$ cat src/rtl/vend_pkg.sv
// Shared constants for the vending controller: default widths and FSM state codes.
// Optional payment timeout is enabled with VEND_TIMEOUT_EN (see vend_controller).
package vend_pkg;

    localparam int unsigned ITEM_ADDR_WIDTH_DFLT = 10;
    localparam int unsigned AMT_WIDTH_DFLT       = 12;
    localparam int unsigned ST_WIDTH             = 3;

    localparam logic [ST_WIDTH-1:0] ST_IDLE     = 3'd0;
    localparam logic [ST_WIDTH-1:0] ST_LOOKUP   = 3'd1;
    localparam logic [ST_WIDTH-1:0] ST_PAY      = 3'd2;
    localparam logic [ST_WIDTH-1:0] ST_DISPENSE = 3'd3;
    localparam logic [ST_WIDTH-1:0] ST_CHANGE   = 3'd4;

endpackage

$ cat src/rtl/vend_if.sv
// Bundle of selection, price-table, coin, dispense and change signals around the controller.
// timeout_evt exists only when VEND_TIMEOUT_EN is defined.
interface vend_if
    import vend_pkg::*;
#(
    parameter int unsigned ITEM_ADDR_WIDTH = ITEM_ADDR_WIDTH_DFLT,
    parameter int unsigned AMT_WIDTH       = AMT_WIDTH_DFLT
);
    logic [ITEM_ADDR_WIDTH-1:0] selected_item;
    logic                       selection_ready;
    logic                       price_req;
    logic [ITEM_ADDR_WIDTH-1:0] price_addr;
    logic                       price_valid;
    logic [AMT_WIDTH-1:0]       price_data;
    logic                       price_sold_out;
    logic                       coin_valid;
    logic [AMT_WIDTH-1:0]       coin_value;
    logic                       cancel;
    logic                       dispense_valid;
    logic [ITEM_ADDR_WIDTH-1:0] dispense_item;
    logic                       dispense_ack;
    logic                       change_valid;
    logic [AMT_WIDTH-1:0]       change_amount;
    logic                       change_ack;
    logic [AMT_WIDTH-1:0]       credit;
    logic                       busy;
    logic                       sold_out;
`ifdef VEND_TIMEOUT_EN
    logic                       timeout_evt;
`endif

    modport master (
        input  selected_item, selection_ready, price_valid, price_data, price_sold_out,
               coin_valid, coin_value, cancel, dispense_ack, change_ack,
        output price_req, price_addr, dispense_valid, dispense_item, change_valid,
               change_amount, credit, busy, sold_out
`ifdef VEND_TIMEOUT_EN
        , output timeout_evt
`endif
    );

    modport slave (
        output selected_item, selection_ready, price_valid, price_data, price_sold_out,
               coin_valid, coin_value, cancel, dispense_ack, change_ack,
        input  price_req, price_addr, dispense_valid, dispense_item, change_valid,
               change_amount, credit, busy, sold_out
`ifdef VEND_TIMEOUT_EN
        , input timeout_evt
`endif
    );

endinterface

$ cat src/rtl/vend_credit_acc.sv
// Saturating credit register with clear/add and a combinational "updated credit covers price" flag.
module vend_credit_acc
    import vend_pkg::*;
#(
    parameter int unsigned AMT_WIDTH = AMT_WIDTH_DFLT
) (
    input  logic                 clk,
    input  logic                 rst,
    input  logic                 clr,
    input  logic                 add_en,
    input  logic [AMT_WIDTH-1:0] add_val,
    input  logic [AMT_WIDTH-1:0] price,
    output logic [AMT_WIDTH-1:0] credit,
    output logic [AMT_WIDTH-1:0] credit_upd_c,
    output logic                 covers_c
);

    logic [AMT_WIDTH-1:0] addend_c;
    logic [AMT_WIDTH:0]   sum_c;

    // Credit including this cycle's coin, clamped at all-ones.
    always_comb begin
        addend_c     = add_en ? add_val : '0;
        sum_c        = {1'b0, credit} + {1'b0, addend_c};
        credit_upd_c = sum_c[AMT_WIDTH] ? '1 : sum_c[AMT_WIDTH-1:0];
        covers_c     = (credit_upd_c >= price);
    end

    always_ff @(posedge clk or posedge rst) begin
        if (rst)         credit <= '0;
        else if (clr)    credit <= '0;
        else if (add_en) credit <= credit_upd_c;
    end

endmodule

$ cat src/rtl/vend_controller.sv
// Vending sequencer: price lookup, coin payment, dispense and change/refund handshakes.
// Define VEND_TIMEOUT_EN to add the PAY inactivity auto-refund and the timeout_evt output.
module vend_controller
    import vend_pkg::*;
#(
    parameter int unsigned ITEM_ADDR_WIDTH = ITEM_ADDR_WIDTH_DFLT,
    parameter int unsigned AMT_WIDTH       = AMT_WIDTH_DFLT
`ifdef VEND_TIMEOUT_EN
    , parameter int unsigned TIMEOUT_CYCLES = 1000000
`endif
) (
    input  logic   clk,
    input  logic   rst,
    vend_if.master bus
);

    logic [ST_WIDTH-1:0]        state_q, state_d;
    logic [ITEM_ADDR_WIDTH-1:0] item_q, item_d;
    logic [AMT_WIDTH-1:0]       price_q, price_d;
    logic [AMT_WIDTH-1:0]       chg_q, chg_d;
    logic                       price_req_q, price_req_d;
    logic                       sold_q, sold_d;
    logic                       dv_q, cv_q, busy_q;
    logic                       acc_clr, acc_add, abort_c, covers_c;
    logic [AMT_WIDTH-1:0]       credit, credit_upd_c;

`ifdef VEND_TIMEOUT_EN
    localparam int unsigned TMR_WIDTH = (TIMEOUT_CYCLES > 2) ? $clog2(TIMEOUT_CYCLES) : 1;
    logic [TMR_WIDTH-1:0] tmr_q, tmr_d;
    logic                 tmo_q, tmo_d, expired_c;
`endif

    vend_credit_acc #(.AMT_WIDTH(AMT_WIDTH)) u_acc (
        .clk          (clk),
        .rst          (rst),
        .clr          (acc_clr),
        .add_en       (acc_add),
        .add_val      (bus.coin_value),
        .price        (price_q),
        .credit       (credit),
        .credit_upd_c (credit_upd_c),
        .covers_c     (covers_c)
    );

    // Next-state and next-output decode.
    always_comb begin
        state_d     = state_q;
        item_d      = item_q;
        price_d     = price_q;
        chg_d       = chg_q;
        price_req_d = 1'b0;
        sold_d      = 1'b0;
        acc_clr     = 1'b0;
        acc_add     = 1'b0;
        abort_c     = 1'b0;
`ifdef VEND_TIMEOUT_EN
        tmr_d       = tmr_q;
        tmo_d       = 1'b0;
        expired_c   = 1'b0;
`endif
        case (state_q)
            ST_IDLE: begin
                acc_add = bus.coin_valid;
                if (bus.selection_ready) begin
                    item_d      = bus.selected_item;
                    price_req_d = 1'b1;
                    state_d     = ST_LOOKUP;
                end
            end
            ST_LOOKUP: begin
                acc_add = bus.coin_valid;
                if (bus.price_valid) begin
                    if (bus.price_sold_out) begin
                        sold_d = 1'b1;
                        if (credit_upd_c != '0) begin
                            chg_d   = credit_upd_c;
                            state_d = ST_CHANGE;
                        end else begin
                            state_d = ST_IDLE;
                        end
                    end else begin
                        price_d = bus.price_data;
                        state_d = ST_PAY;
`ifdef VEND_TIMEOUT_EN
                        tmr_d   = '0;
`endif
                    end
                end
            end
            ST_PAY: begin
                acc_add = bus.coin_valid;
`ifdef VEND_TIMEOUT_EN
                expired_c = !bus.coin_valid && (tmr_q == TMR_WIDTH'(TIMEOUT_CYCLES - 1));
                tmr_d     = bus.coin_valid ? '0 : tmr_q + 1'b1;
                tmo_d     = expired_c;
                abort_c   = bus.cancel | expired_c;
`else
                abort_c   = bus.cancel;
`endif
                // Cancel wins over a covering coin; the coin is still refunded.
                if (abort_c) begin
                    if (credit_upd_c != '0) begin
                        chg_d   = credit_upd_c;
                        state_d = ST_CHANGE;
                    end else begin
                        acc_clr = 1'b1;
                        state_d = ST_IDLE;
                    end
                end else if (covers_c) begin
                    chg_d   = credit_upd_c - price_q;
                    state_d = ST_DISPENSE;
                end
            end
            ST_DISPENSE: begin
                if (bus.dispense_ack) begin
                    if (chg_q != '0) begin
                        state_d = ST_CHANGE;
                    end else begin
                        acc_clr = 1'b1;
                        state_d = ST_IDLE;
                    end
                end
            end
            ST_CHANGE: begin
                if (bus.change_ack) begin
                    acc_clr = 1'b1;
                    chg_d   = '0;
                    state_d = ST_IDLE;
                end
            end
            default: state_d = ST_IDLE;
        endcase
    end

    always_ff @(posedge clk or posedge rst) begin
        if (rst) begin
            state_q     <= ST_IDLE;
            item_q      <= '0;
            price_q     <= '0;
            chg_q       <= '0;
            price_req_q <= 1'b0;
            sold_q      <= 1'b0;
            dv_q        <= 1'b0;
            cv_q        <= 1'b0;
            busy_q      <= 1'b0;
        end else begin
            state_q     <= state_d;
            item_q      <= item_d;
            price_q     <= price_d;
            chg_q       <= chg_d;
            price_req_q <= price_req_d;
            sold_q      <= sold_d;
            dv_q        <= (state_d == ST_DISPENSE);
            cv_q        <= (state_d == ST_CHANGE);
            busy_q      <= (state_d != ST_IDLE);
        end
    end

`ifdef VEND_TIMEOUT_EN
    always_ff @(posedge clk or posedge rst) begin
        if (rst) begin
            tmr_q <= '0;
            tmo_q <= 1'b0;
        end else begin
            tmr_q <= tmr_d;
            tmo_q <= tmo_d;
        end
    end

    assign bus.timeout_evt = tmo_q;
`endif

    assign bus.price_req      = price_req_q;
    assign bus.price_addr     = item_q;
    assign bus.dispense_valid = dv_q;
    assign bus.dispense_item  = item_q;
    assign bus.change_valid   = cv_q;
    assign bus.change_amount  = chg_q;
    assign bus.credit         = credit;
    assign bus.busy           = busy_q;
    assign bus.sold_out       = sold_q;

endmodule

$ cat src/flat_wrapper.sv
// flat-port wrapper written by rule: the top's interface ports become plain ports
module vend_controller_flat import vend_pkg::*;
#(
    parameter int unsigned ITEM_ADDR_WIDTH = ITEM_ADDR_WIDTH_DFLT,
    parameter int unsigned AMT_WIDTH       = AMT_WIDTH_DFLT

)
  (clk, rst, bus_selected_item, bus_selection_ready, bus_price_valid, bus_price_data, bus_price_sold_out, bus_coin_valid, bus_coin_value, bus_cancel, bus_dispense_ack, bus_change_ack, bus_price_req, bus_price_addr, bus_dispense_valid, bus_dispense_item, bus_change_valid, bus_change_amount, bus_credit, bus_busy, bus_sold_out);
  vend_if #(.ITEM_ADDR_WIDTH(ITEM_ADDR_WIDTH), .AMT_WIDTH(AMT_WIDTH)) bus_i ();
  input  logic clk;
  input  logic rst;
  input wire logic [$bits(bus_i.selected_item)-1:0] bus_selected_item;
  input wire logic [$bits(bus_i.selection_ready)-1:0] bus_selection_ready;
  input wire logic [$bits(bus_i.price_valid)-1:0] bus_price_valid;
  input wire logic [$bits(bus_i.price_data)-1:0] bus_price_data;
  input wire logic [$bits(bus_i.price_sold_out)-1:0] bus_price_sold_out;
  input wire logic [$bits(bus_i.coin_valid)-1:0] bus_coin_valid;
  input wire logic [$bits(bus_i.coin_value)-1:0] bus_coin_value;
  input wire logic [$bits(bus_i.cancel)-1:0] bus_cancel;
  input wire logic [$bits(bus_i.dispense_ack)-1:0] bus_dispense_ack;
  input wire logic [$bits(bus_i.change_ack)-1:0] bus_change_ack;
  output wire logic [$bits(bus_i.price_req)-1:0] bus_price_req;
  output wire logic [$bits(bus_i.price_addr)-1:0] bus_price_addr;
  output wire logic [$bits(bus_i.dispense_valid)-1:0] bus_dispense_valid;
  output wire logic [$bits(bus_i.dispense_item)-1:0] bus_dispense_item;
  output wire logic [$bits(bus_i.change_valid)-1:0] bus_change_valid;
  output wire logic [$bits(bus_i.change_amount)-1:0] bus_change_amount;
  output wire logic [$bits(bus_i.credit)-1:0] bus_credit;
  output wire logic [$bits(bus_i.busy)-1:0] bus_busy;
  output wire logic [$bits(bus_i.sold_out)-1:0] bus_sold_out;
  assign bus_i.selected_item = bus_selected_item;
  assign bus_i.selection_ready = bus_selection_ready;
  assign bus_i.price_valid = bus_price_valid;
  assign bus_i.price_data = bus_price_data;
  assign bus_i.price_sold_out = bus_price_sold_out;
  assign bus_i.coin_valid = bus_coin_valid;
  assign bus_i.coin_value = bus_coin_value;
  assign bus_i.cancel = bus_cancel;
  assign bus_i.dispense_ack = bus_dispense_ack;
  assign bus_i.change_ack = bus_change_ack;
  assign bus_price_req = bus_i.price_req;
  assign bus_price_addr = bus_i.price_addr;
  assign bus_dispense_valid = bus_i.dispense_valid;
  assign bus_dispense_item = bus_i.dispense_item;
  assign bus_change_valid = bus_i.change_valid;
  assign bus_change_amount = bus_i.change_amount;
  assign bus_credit = bus_i.credit;
  assign bus_busy = bus_i.busy;
  assign bus_sold_out = bus_i.sold_out;
  vend_controller #(.ITEM_ADDR_WIDTH(ITEM_ADDR_WIDTH), .AMT_WIDTH(AMT_WIDTH)) u_core (.clk(clk), .rst(rst), .bus(bus_i));
endmodule
$ cat config.mk
export PLATFORM = sky130hd
export DESIGN_NAME = vend_controller_flat
export DESIGN_NICKNAME = d
export VERILOG_FILES = /design/src/rtl/vend_pkg.sv /design/src/rtl/vend_if.sv /design/src/rtl/vend_credit_acc.sv /design/src/rtl/vend_controller.sv /design/src/flat_wrapper.sv
export SDC_FILE = /design/constraint.sdc
export NUM_CORES = 1
export LEC_CHECK = 0
export BUFFER_PORTS_ARGS = -buffer_cell sky130_fd_sc_hd__buf_2
export CORE_MARGIN = 10
export CORE_UTILIZATION = 40
export DETAILED_ROUTE_END_ITERATION = 7
export PLACE_DENSITY_LB_ADDON = 0.08
export SLEW_MARGIN = 15
export SYNTH_ARGS = -nofsm -noshare
export SYNTH_HDL_FRONTEND = slang
export SYNTH_SLANG_ARGS = --single-unit
$ cat constraint.sdc
create_clock -name clk -period 11.2 [get_ports clk]
set_clock_uncertainty 0.1 [all_clocks]
set_input_delay 0.56 -clock clk [delete_from_list [all_inputs] [get_ports clk]]
set_output_delay 0.56 -clock clk [all_outputs]
set_load 0.02 [all_outputs]
==> impl_metrics.tcl, run 1 <==
set metrics [dict create \
    grt_overflow_total 0 \
    place_congestion 0.904 \
    n_antenna_cell 0 \
    fin_crit_sh_pct 52.2 \
    synth_edf_count 0 \
    dieWidth_um 120 \
    final_nets 581 \
    std_cell_rows 36 \
    start_util_pct 41.1 \
    drt-total-wl_mm 11.2 \
    crit_path_max_fanout 26 \
    drt_iter0_drc 274 \
    synth_ff_type "dfrtp_1" \
    hpwl_mm 8.67 \
    post_cts_buffers 0 \
    cts_tree "yes" \
    synth_area_sq_um 4020 \
    vias 3554 \
    utilization_pct 47.6 \
    synth-compound-area-share_pct 21.2 \
    grt_pass1_vias 3583 \
    drc 0 \
    syn-num-nets 506 \
    synthCells 437 \
    drv_slew 0 \
    cp-start-kind "flop" \
    fin_crit_ns 5.85 \
    dpl_worst_slack_ns 5.40 \
    synth_top_family_by_area "simple AND/OR/NAND/NOR gates" \
    setup.worst_path.end_class "flop" \
    yosysSeqAreaShare_pct 33.6 \
    yosys.area_share.simple_pct 23.1 \
    relSlewSlack_pct 23.8 \
    rsz0062_at_grt "no" \
    synth.avg_cell_area_sq_um 9.20 \
    cts_max_path_buffers 2 \
    grt_use_total_pct 15.4 \
    drt_first_pass_iters 4 \
    portBuffers 91 \
    max-cap-violations 0 \
    layout_setup_ws_ns 5.35 \
    root_buffer "clkbuf_8" \
    required_ns 11.30 \
    hp-class "primary input to async pin" \
    grt_max_degree 55 \
    finalSetupTns_ns 0 \
    cts_hold_buf 0 \
    synthAdderAreaFrac_pct 8.47 \
    die_area_sq_um 14500 \
    final_common_cell "buf_2" \
    finalSetupViolCount 0 \
    yosys_warnings 0 \
    layout.cells.most_common_list "91 x buf_2, 54 x dfrtp_1, 42 x nor2_1" \
    path_clk_slew_ns 0.11 \
    drive_gt1_share_pct 29.2 \
    worstSetupPathType "flop to flop" \
    syn_to_final_growth_pct 15.7 \
    outcome "completed" \
    synth-xor-area-share_pct 2.18 \
    async_flop_share_pct 100 \
    core_sq_um 9770 \
    fp.dieH_um 120 \
    ys_types 73 \
    fmax_ghz 0.171 \
    cp.arrival_ns 5.95 \
    synth_seq_cells 54 \
    grt_pass1_wl_mm 18.4 \
    worstMarginPinSlew_ns 1.13 \
    htree_levels 2 \
    hold_viol_final 0 \
    antenna_found_initial 0 \
    ant_nets 0 \
    routedWlPerCell_um 17.4 \
    cts_buffers 5 \
    cts.sinks 54 \
    synthMuxAreaShare_pct 5.23 \
    pin_count 92 \
    via_per_inst 5.50 \
    cts_resized 0 \
    worstSkewPairLatency_ns 0.32 \
]
-- synth_stat cells, types with 12 or more instances --
master	n	share of area (%)
a21oi_1	20	2.5
and2_1	15	2.3
clkbuf_1	13	1.2
dfrtp_1	54	34
ha_1	24	7.5
inv_1	21	2.0
nand2_1	36	3.4
nand4_1	12	1.9
nor2_1	42	3.9
o211ai_1	13	2.4
o21ai_0	24	3.0
-- cell families after synthesis --
logic type                 Yosys count
DFF                                 54
xor gates and xnor gates            10
buffers and inverters               51
AOI/OAI and AO/OA                  114
muxes                               18
adders and majority gates           26
and+or+nand+nor                    164
-- layout make-up --
cell class	instances	area, sq um
fill	988	5120
multi-input combinational	332	2430
sequential	54	1350
timing repair buffer	98	508
tap	133	166
inverter	21	78.8
clock buffer	5	68.8
clock inverter	3	48.8
-- path summary, 6_finish.rpt --
kind | startpoint | end | slack, ns | depth (start not counted)
worst max-delay path | u_core.state_q[0] | u_core.bus.change_amount[8] | 5.35 | 19
worst min-delay path | rst | u_core.bus.dispense_item[1] | 0.32 | 3
worst max register to register | u_core.state_q[0] | u_core.bus.change_amount[8] | 5.35 | 19
worst min register to register | u_core.bus.dispense_item[5] | u_core.bus.dispense_item[5] | 0.43 | 1
max in group asynchronous | rst | u_core.u_acc.credit[3] | 10.22 | 3
min in group clk | bus_price_data[9] | u_core.price_q[9] | 0.33 | 3
-- registers in the layout (all words and copies together) (netlist names) --
register and cells:
u_core.bus.change_amount 12, u_core.price_q 12, u_core.u_acc.credit 12, u_core.bus.dispense_item 10, u_core.state_q 3, u_core.bus.busy 1, u_core.bus.change_valid 1, u_core.bus.dispense_valid 1
u_core.bus.price_req 1, u_core.bus.sold_out 1
-- per-stage QoR --
step                hold slack [ns]  std cells  area (sq um)
finish                        0.322        646          4650
CTS                           0.326        646          4650
global placement              0.401        638          4530
floorplan                     0.387        437          4020
detailed placement            0.410        638          4530
global route                  0.327        646          4650
-- per-layer routing --
layer	vias up	GRT usage, %	share of wire (%)
met3	6	4.09	6.9
met5	-	0	0
met4	0	3.47	0.77
met1	1684	20.9	48
met2	111	23.9	44
li1	1753	-	-
-- worst max-delay path, cell delays in order, from the launching register on --
cell and delay [ns]:
dfrtp_1 0.59, nand2_1 0.22, and3b_1 0.49, and2_1 0.31
ha_1 0.23, fa_1 0.43, a211oi_1 0.31, o211ai_2 0.20
a21oi_2 0.35, nor2b_1 0.30, ha_1 0.22, inv_1 0.06
fa_1 0.43, a211oi_1 0.23, o21bai_1 0.17, a2111oi_0 0.43
nor3_1 0.14, xor2_1 0.16, a22oi_1 0.26, o211ai_1 0.12
Power of run 1 is not shown: default switching activity piles up to over one toggle a cycle in this logic, so the estimate is an artifact.
==> inputs of run 2 (changes only) <==
--- a/config.mk
+++ b/config.mk
@@ -5,6 +5,7 @@
 export SDC_FILE = /design/constraint.sdc
 export NUM_CORES = 1
 export LEC_CHECK = 0
+export ABC_AREA = 1
 export BUFFER_PORTS_ARGS = -buffer_cell sky130_fd_sc_hd__buf_2
 export CORE_MARGIN = 10
 export CORE_UTILIZATION = 40
==> constraint.sdc (replaced) <==
create_clock -name clk -period 5.85 [get_ports clk]
set_clock_uncertainty 0.1 [all_clocks]
set_input_delay 0.2925 -clock clk [delete_from_list [all_inputs] [get_ports clk]]
set_output_delay 0.2925 -clock clk [all_outputs]
set_load 0.02 [all_outputs]
==> impl_metrics.tcl, run 2 <==
set metrics [dict create \
    htree_levels 2 \
    synth_edf_count 0 \
    setup.worst_path.end_class "flop" \
    cts_hold_buf 0 \
    routedWlPerCell_um 13.9 \
    cts_resized 0 \
    root_buffer "clkbuf_8" \
    finalSetupTns_ns 0 \
    cts_tree "yes" \
    synth.avg_cell_area_sq_um 6.86 \
    final_common_cell "nand2_1" \
    finalInstanceArea_sq_um 4610 \
    utilization_pct 47.4 \
    worstMarginPinSlew_ns 0.896 \
    path_clk_slew_ns 0.11 \
    synthCells 582 \
    place_congestion 0.962 \
    synth_seq_cells 54 \
    power.internal_uw 1480 \
    rr_worst_depth 22 \
    fp.dieH_um 120 \
    fin_crit_sh_pct 82.3 \
    netlist_top_cells_count "162 x nand2_1, 107 x inv_1, 60 x nor2_1, 54 x dfrtp_1, 32 x nand3_1" \
    grt_pass1_vias 3950 \
    cp.arrival_ns 4.93 \
    synthMuxAreaShare_pct 0.533 \
    portBuffers 91 \
    die_area_sq_um 14400 \
    crit_path_end "u_core.bus.change_amount[11]" \
    drt_iter0_drc 268 \
    max-cap-violations 0 \
    cts_buffers 5 \
    synth-xor-area-share_pct 1.32 \
    cp-start-kind "flop" \
    n_antenna_cell 0 \
    dieWidth_um 120 \
    fin_crit_ns 4.81 \
    crit_path_max_fanout 14 \
    hpwl_mm 9.04 \
    async_flop_share_pct 100 \
    worstSetupPathType "flop to flop" \
    hold_viol_final 0 \
    pwr-share-seq_pct 20.6 \
    reg2reg_from "u_core.state_q[2]" \
    required_ns 5.97 \
    hp-class "primary input to async pin" \
    grt_max_degree 55 \
    worstReg2RegEnd "u_core.bus.change_amount[11]" \
    ys_types 37 \
    antenna_found_initial 0 \
    drt_first_pass_iters 4 \
    reg2reg_setup_slack_ns 1.04 \
    synth.area.top_cells "dfrtp_1 34%, nand2_1 15%, inv_1 10%" \
    drc 0 \
    vias 3818 \
    post_cts_buffers 0 \
    pin_count 92 \
    synth-compound-area-share_pct 11.0 \
    relSlewSlack_pct 40.1 \
    placed_area_sq_um 4490 \
    post-synth-top-area-fraction_pct 33.9 \
    p_sw_share_pct 54.5 \
    grt_pass1_wl_mm 18.5 \
    outcome "completed" \
    via_per_inst 4.80 \
    startpoint "u_core.state_q[2]" \
    ant_nets 0 \
    leakage_uw 0.00267 \
    synth_ff_type "dfrtp_1" \
    finalSetupViolCount 0 \
    synth_area_sq_um 3990 \
    layout.cells.most_common_list "162 x nand2_1, 106 x inv_1, 91 x buf_2" \
    grt_overflow_total 0 \
    drt-total-wl_mm 11.1 \
    start_util_pct 41.0 \
    final.fill_count 1045 \
    synthAdderAreaFrac_pct 8.53 \
    yosysSeqAreaShare_pct 33.9 \
    rsz0062_at_grt "no" \
    cts_max_path_buffers 2 \
    yosys_warnings 0 \
    p_switching_uw 1770 \
    power_density_nw_per_um2 704 \
    pwr-share-clk_pct 8.1 \
    grt_use_total_pct 15.2 \
    synth_most_common_cell "nand2_1" \
    yosys.area_share.simple_pct 31.2 \
    worstSkewPairLatency_ns 0.31 \
    pwr-share-comb_pct 71.2 \
    cts.sinks 54 \
    synth_top_family_by_area "simple AND/OR/NAND/NOR gates" \
    core_sq_um 9730 \
    ir_worst_vdd_uv 291 \
    drive_gt1_share_pct 19.6 \
    syn-num-nets 651 \
    syn_to_final_growth_pct 15.4 \
    final_nets 730 \
    std_cell_rows 36 \
    synth_top_cell_by_area "dfrtp_1" \
    fmax_ghz 0.208 \
    drv_slew 0 \
]
## run 2: layout make-up
cell class              instances  area [sq um]  share of cell area (%)
multi-input cells             399          2100                    45.5
flip-flops and latches         54          1350                    29.3
repair buffers                 92           463                    10.0
inverters                     109           412                    8.94
well taps                     133           166                    3.61
clock buffers                   5          68.8                    1.49
clock inverters                 3          47.5                    1.03
## run 2: cells by family (layout without fill, tap and decap cells)
logic type | count (synthesis) | in the layout
XOR/XNOR | 6 | 6
buffers and inverters | 129 | 209
adder cells (fa/ha/maj) | 26 | 26
flip-flops | 54 | 54
multiplexers | 2 | 2
AND/OR/NAND/NOR | 291 | 291
AO/OA/AOI/OAI | 74 | 74
## run 2: metrics by stage
step	power, uW	hold WS (ns)	cells	setup slack, ns
final	3250	0.0583	795	1.04
after global routing	3590	0.0529	795	0.545
after CTS	3260	0.0563	795	1.03
after detailed placement	2980	0.379	787	1.07
after global placement	2960	0.378	787	1.20
after floorplan	2420	0.302	582	1.82
## run 2: critical path: stages (launching register included)
cell and delay [ns]:
dfrtp_1 0.47, inv_1 0.09, nand3_1 0.46, nor2_1 0.09, ha_1 0.26, fa_1 0.43
nand3_2 0.13, a21oi_2 0.08, nor2_4 0.18, inv_4 0.08, nor2_1 0.22, ha_1 0.21
inv_1 0.06, fa_1 0.39, nand3_1 0.08, nand2_1 0.15, nand3_1 0.13, o2111ai_1 0.17
o21bai_1 0.28, inv_1 0.26, or2_0 0.27, nand2_1 0.07, inv_1 0.04
## run 2: worst min path at each step
stage | cells past startpoint | endpoint | slack [ns] | startpoint
detailed placement | 2 | u_core.bus.dispense_item[9] | 0.38 | u_core.bus.dispense_item[9]
CTS | 3 | u_core.bus.dispense_item[8] | 0.06 | bus_selected_item[8]
global route | 3 | u_core.bus.dispense_item[5] | 0.05 | bus_selected_item[5]
floorplan | 2 | u_core.bus.dispense_item[0] | 0.30 | bus_selected_item[0]
finish | 3 | u_core.bus.dispense_item[9] | 0.06 | rst
global placement | 2 | u_core.bus.dispense_item[4] | 0.38 | u_core.bus.dispense_item[4]
## run 2: power groups by stage
| stage | Combinational, uW | Clock [uW] | Sequential, uW |
|---|---|---|---|
| after floorplan | 1610 | 0 | 808 |
| after detailed placement | 2300 | 0 | 678 |
| after CTS | 2320 | 273 | 672 |
| final | 2310 | 264 | 669 |
| after global placement | 2290 | 0 | 675 |
| after global routing | 2610 | 284 | 694 |
## run 2: layer usage
metal  up-vias  part of all wire [%]  routed length, um  GRT usage (%)
li1       1960                     -                  -              -
met1      1756                    47               5150           19.1
met2        88                    48               5270           26.6
met3        14                   4.2                469           2.91
met4         0                   1.5                167           3.09
met5         -                     0                  0              0
Power figures use the tool's default switching activity.
==> inputs of run 3 (changes only) <==
==> constraint.sdc (replaced) <==
create_clock -name clk -period 4.48 [get_ports clk]
set_clock_uncertainty 0.1 [all_clocks]
set_input_delay 0.224 -clock clk [delete_from_list [all_inputs] [get_ports clk]]
set_output_delay 0.224 -clock clk [all_outputs]
set_load 0.02 [all_outputs]
==> impl_metrics.tcl, run 3 (same netlist as run 2, synthesis figures left out) <==
set metrics [dict create \
    max_stage_delay_ns 0.43 \
    final_nets 747 \
    portBuffers 91 \
    finalSetupTns_ns 0 \
    drc 0 \
    p_switching_uw 2360 \
    grt_max_degree 55 \
    syn_to_final_growth_pct 19.9 \
    layout.cells.most_common_list "161 x nand2_1, 105 x inv_1, 91 x buf_2" \
    grt_pass1_vias 3919 \
    cts_tree "yes" \
    fmax_ghz 0.242 \
    path_clk_slew_ns 0.10 \
    routedWlPerCell_um 13.6 \
    cts.sinks 54 \
    root_buffer "clkbuf_8" \
    n_antenna_cell 0 \
    slowest_stage "fa_1" \
    power_density_nw_per_um2 908 \
    finalInstanceArea_sq_um 4790 \
    relSlewSlack_pct 40.6 \
    startpoint "u_core.state_q[0]" \
    required_ns 4.62 \
    fp.dieH_um 120 \
    antenna_found_initial 0 \
    drv_slew 0 \
    cp.arrival_ns 4.28 \
    cp_num_buf_inv 5 \
    pwr-share-clk_pct 7.0 \
    dpl_worst_slack_ns 0.0880 \
    multiInputGateArea_sq_um 2130 \
    cp-start-kind "flop" \
    grt_pass1_wl_mm 18.5 \
    reg2reg_from "u_core.state_q[0]" \
    grt_use_total_pct 15.4 \
    via_per_inst 4.79 \
    fin_crit_ns 4.14 \
    place_congestion 0.869 \
    cts_buffers 5 \
    setup.worst_path.end_class "flop" \
    drt_iter0_drc 223 \
    drive_gt1_share_pct 21.8 \
    hp-class "primary input to flop" \
    crit_path_max_fanout 14 \
    pin_count 92 \
    vias 3888 \
    path_delay_family "simple AND/OR/NAND/NOR gates" \
    pwr-share-seq_pct 20.3 \
    drt-total-wl_mm 11.0 \
    die_area_sq_um 14400 \
    worstSetupPathType "flop to flop" \
    final.fill_count 1009 \
    htree_levels 2 \
    worstMarginPinSlew_ns 0.888 \
    reg2reg_setup_slack_ns 0.34 \
    leakage_uw 0.00274 \
    worstSkewPairLatency_ns 0.33 \
    std_cell_rows 36 \
    finalSetupViolCount 0 \
    layout_setup_ws_ns 0.343 \
    p_sw_share_pct 54.3 \
    ant_nets 0 \
    rsz0062_at_grt "no" \
    start_util_pct 41.0 \
    cts_max_path_buffers 2 \
    post_cts_buffers 0 \
    core_sq_um 9730 \
    ir_worst_vdd_uv 399 \
    worstHoldStart "bus_price_data[0]" \
    hold_viol_final 0 \
    final_common_cell "nand2_1" \
    dieWidth_um 120 \
    path_common_cell "nand3_1" \
    fin_crit_sh_pct 92.3 \
    drt_first_pass_iters 4 \
    outcome "completed" \
    power.internal_uw 1980 \
    crit_path_cell_trace "nand2_2, nand3_1, buf_6, nor2_1, ha_1, fa_1, nand3_2, a21oi_2, nor2_4, inv_4, nor2_2, ha_1, inv_1, fa_1, nand3_1, nand2_1, nand3_1, o2111ai_2, o21bai_2, inv_2, or2_0, nand2_1, inv_1" \
    hpwl_mm 8.96 \
    placed_area_sq_um 4540 \
    grt_overflow_total 0 \
    max-cap-violations 0 \
    ff_latch_area_sq_um 1350 \
    pwr-share-comb_pct 72.7 \
]
-- run 3: cell types whose count changed in the layout (fill, tap and decap cells not counted), sizes merged --
cell | before | now
clkinv | 1 | 0
bufinv | 1 | 0
clkbuf | 5 | 6
dlygate4sd3 | 0 | 11
buf | 92 | 98
clkinvlp | 0 | 1
-- run 3: power by group through the flow --
stage               clock, uW  combinational [uW]  sequential, uW
floorplan                   0                2100            1050
global placement            0                3060             882
detailed placement          0                3080             887
CTS                       312                3100             879
global route              331                3560             915
finish                    304                3160             883
-- run 3: stage by stage --
| step | power [uW] | util (%) | std cells | hold WS [ns] |
|---|---|---|---|---|
| floorplan | 3160 | - | 582 | 0.234 |
| global placement | 3940 | 46.6 | 793 | 0.319 |
| detailed placement | 3960 | 46.6 | 793 | 0.326 |
| CTS | 4290 | 48.8 | 812 | 0.0269 |
| global route | 4800 | 49.2 | 812 | 0.0192 |
| finish | 4350 | 49.2 | 812 | 0.0262 |
-- run 3: timing repair --
action,4_1_cts,5_1_grt
endpoints found under the hold margin,26,0
setup endpoints to repair,0,14
gates resized for setup,0,13
hold buffers,11,0
-- run 3: worst paths after layout --
path / endpoint / depth (start not counted)
min in group asynchronous: u_core.bus.dispense_item[9] / 4
hold reg to reg: u_core.bus.change_amount[4] / 2
setup reg to reg: u_core.bus.change_amount[11] / 23
hold / removal: u_core.price_q[0] / 2
max in group asynchronous: u_core.state_q[2] / 4
setup / recovery: u_core.bus.change_amount[11] / 23
-- run 3: layer usage --
metal	track usage [%]	part of all wire, %
met1	18.4	45
met2	27.0	49
met3	3.52	5.0
met4	4.00	1.2
met5	0	0
-- run 3: area by class of cell --
| class | instances | area share, % |
|---|---|---|
| clock buffers | 6 | 1.73 |
| clock inverters | 2 | 0.340 |
| inverters | 109 | 8.60 |
| multi-input cells | 399 | 44.6 |
| flip-flops and latches | 54 | 28.3 |
| well taps | 133 | 3.48 |
| repair buffers | 109 | 13.0 |
-- run 3: worst reg2reg max path: cells and delay by family, from the launching register on --
family | cells | cell delay, ns
AOI/OAI and AO/OA | 3 | 0.47
DFF | 1 | 0.42
buffers and inverters | 5 | 0.49
adders and majority gates | 4 | 1.24
and+or+nand+nor | 11 | 1.34
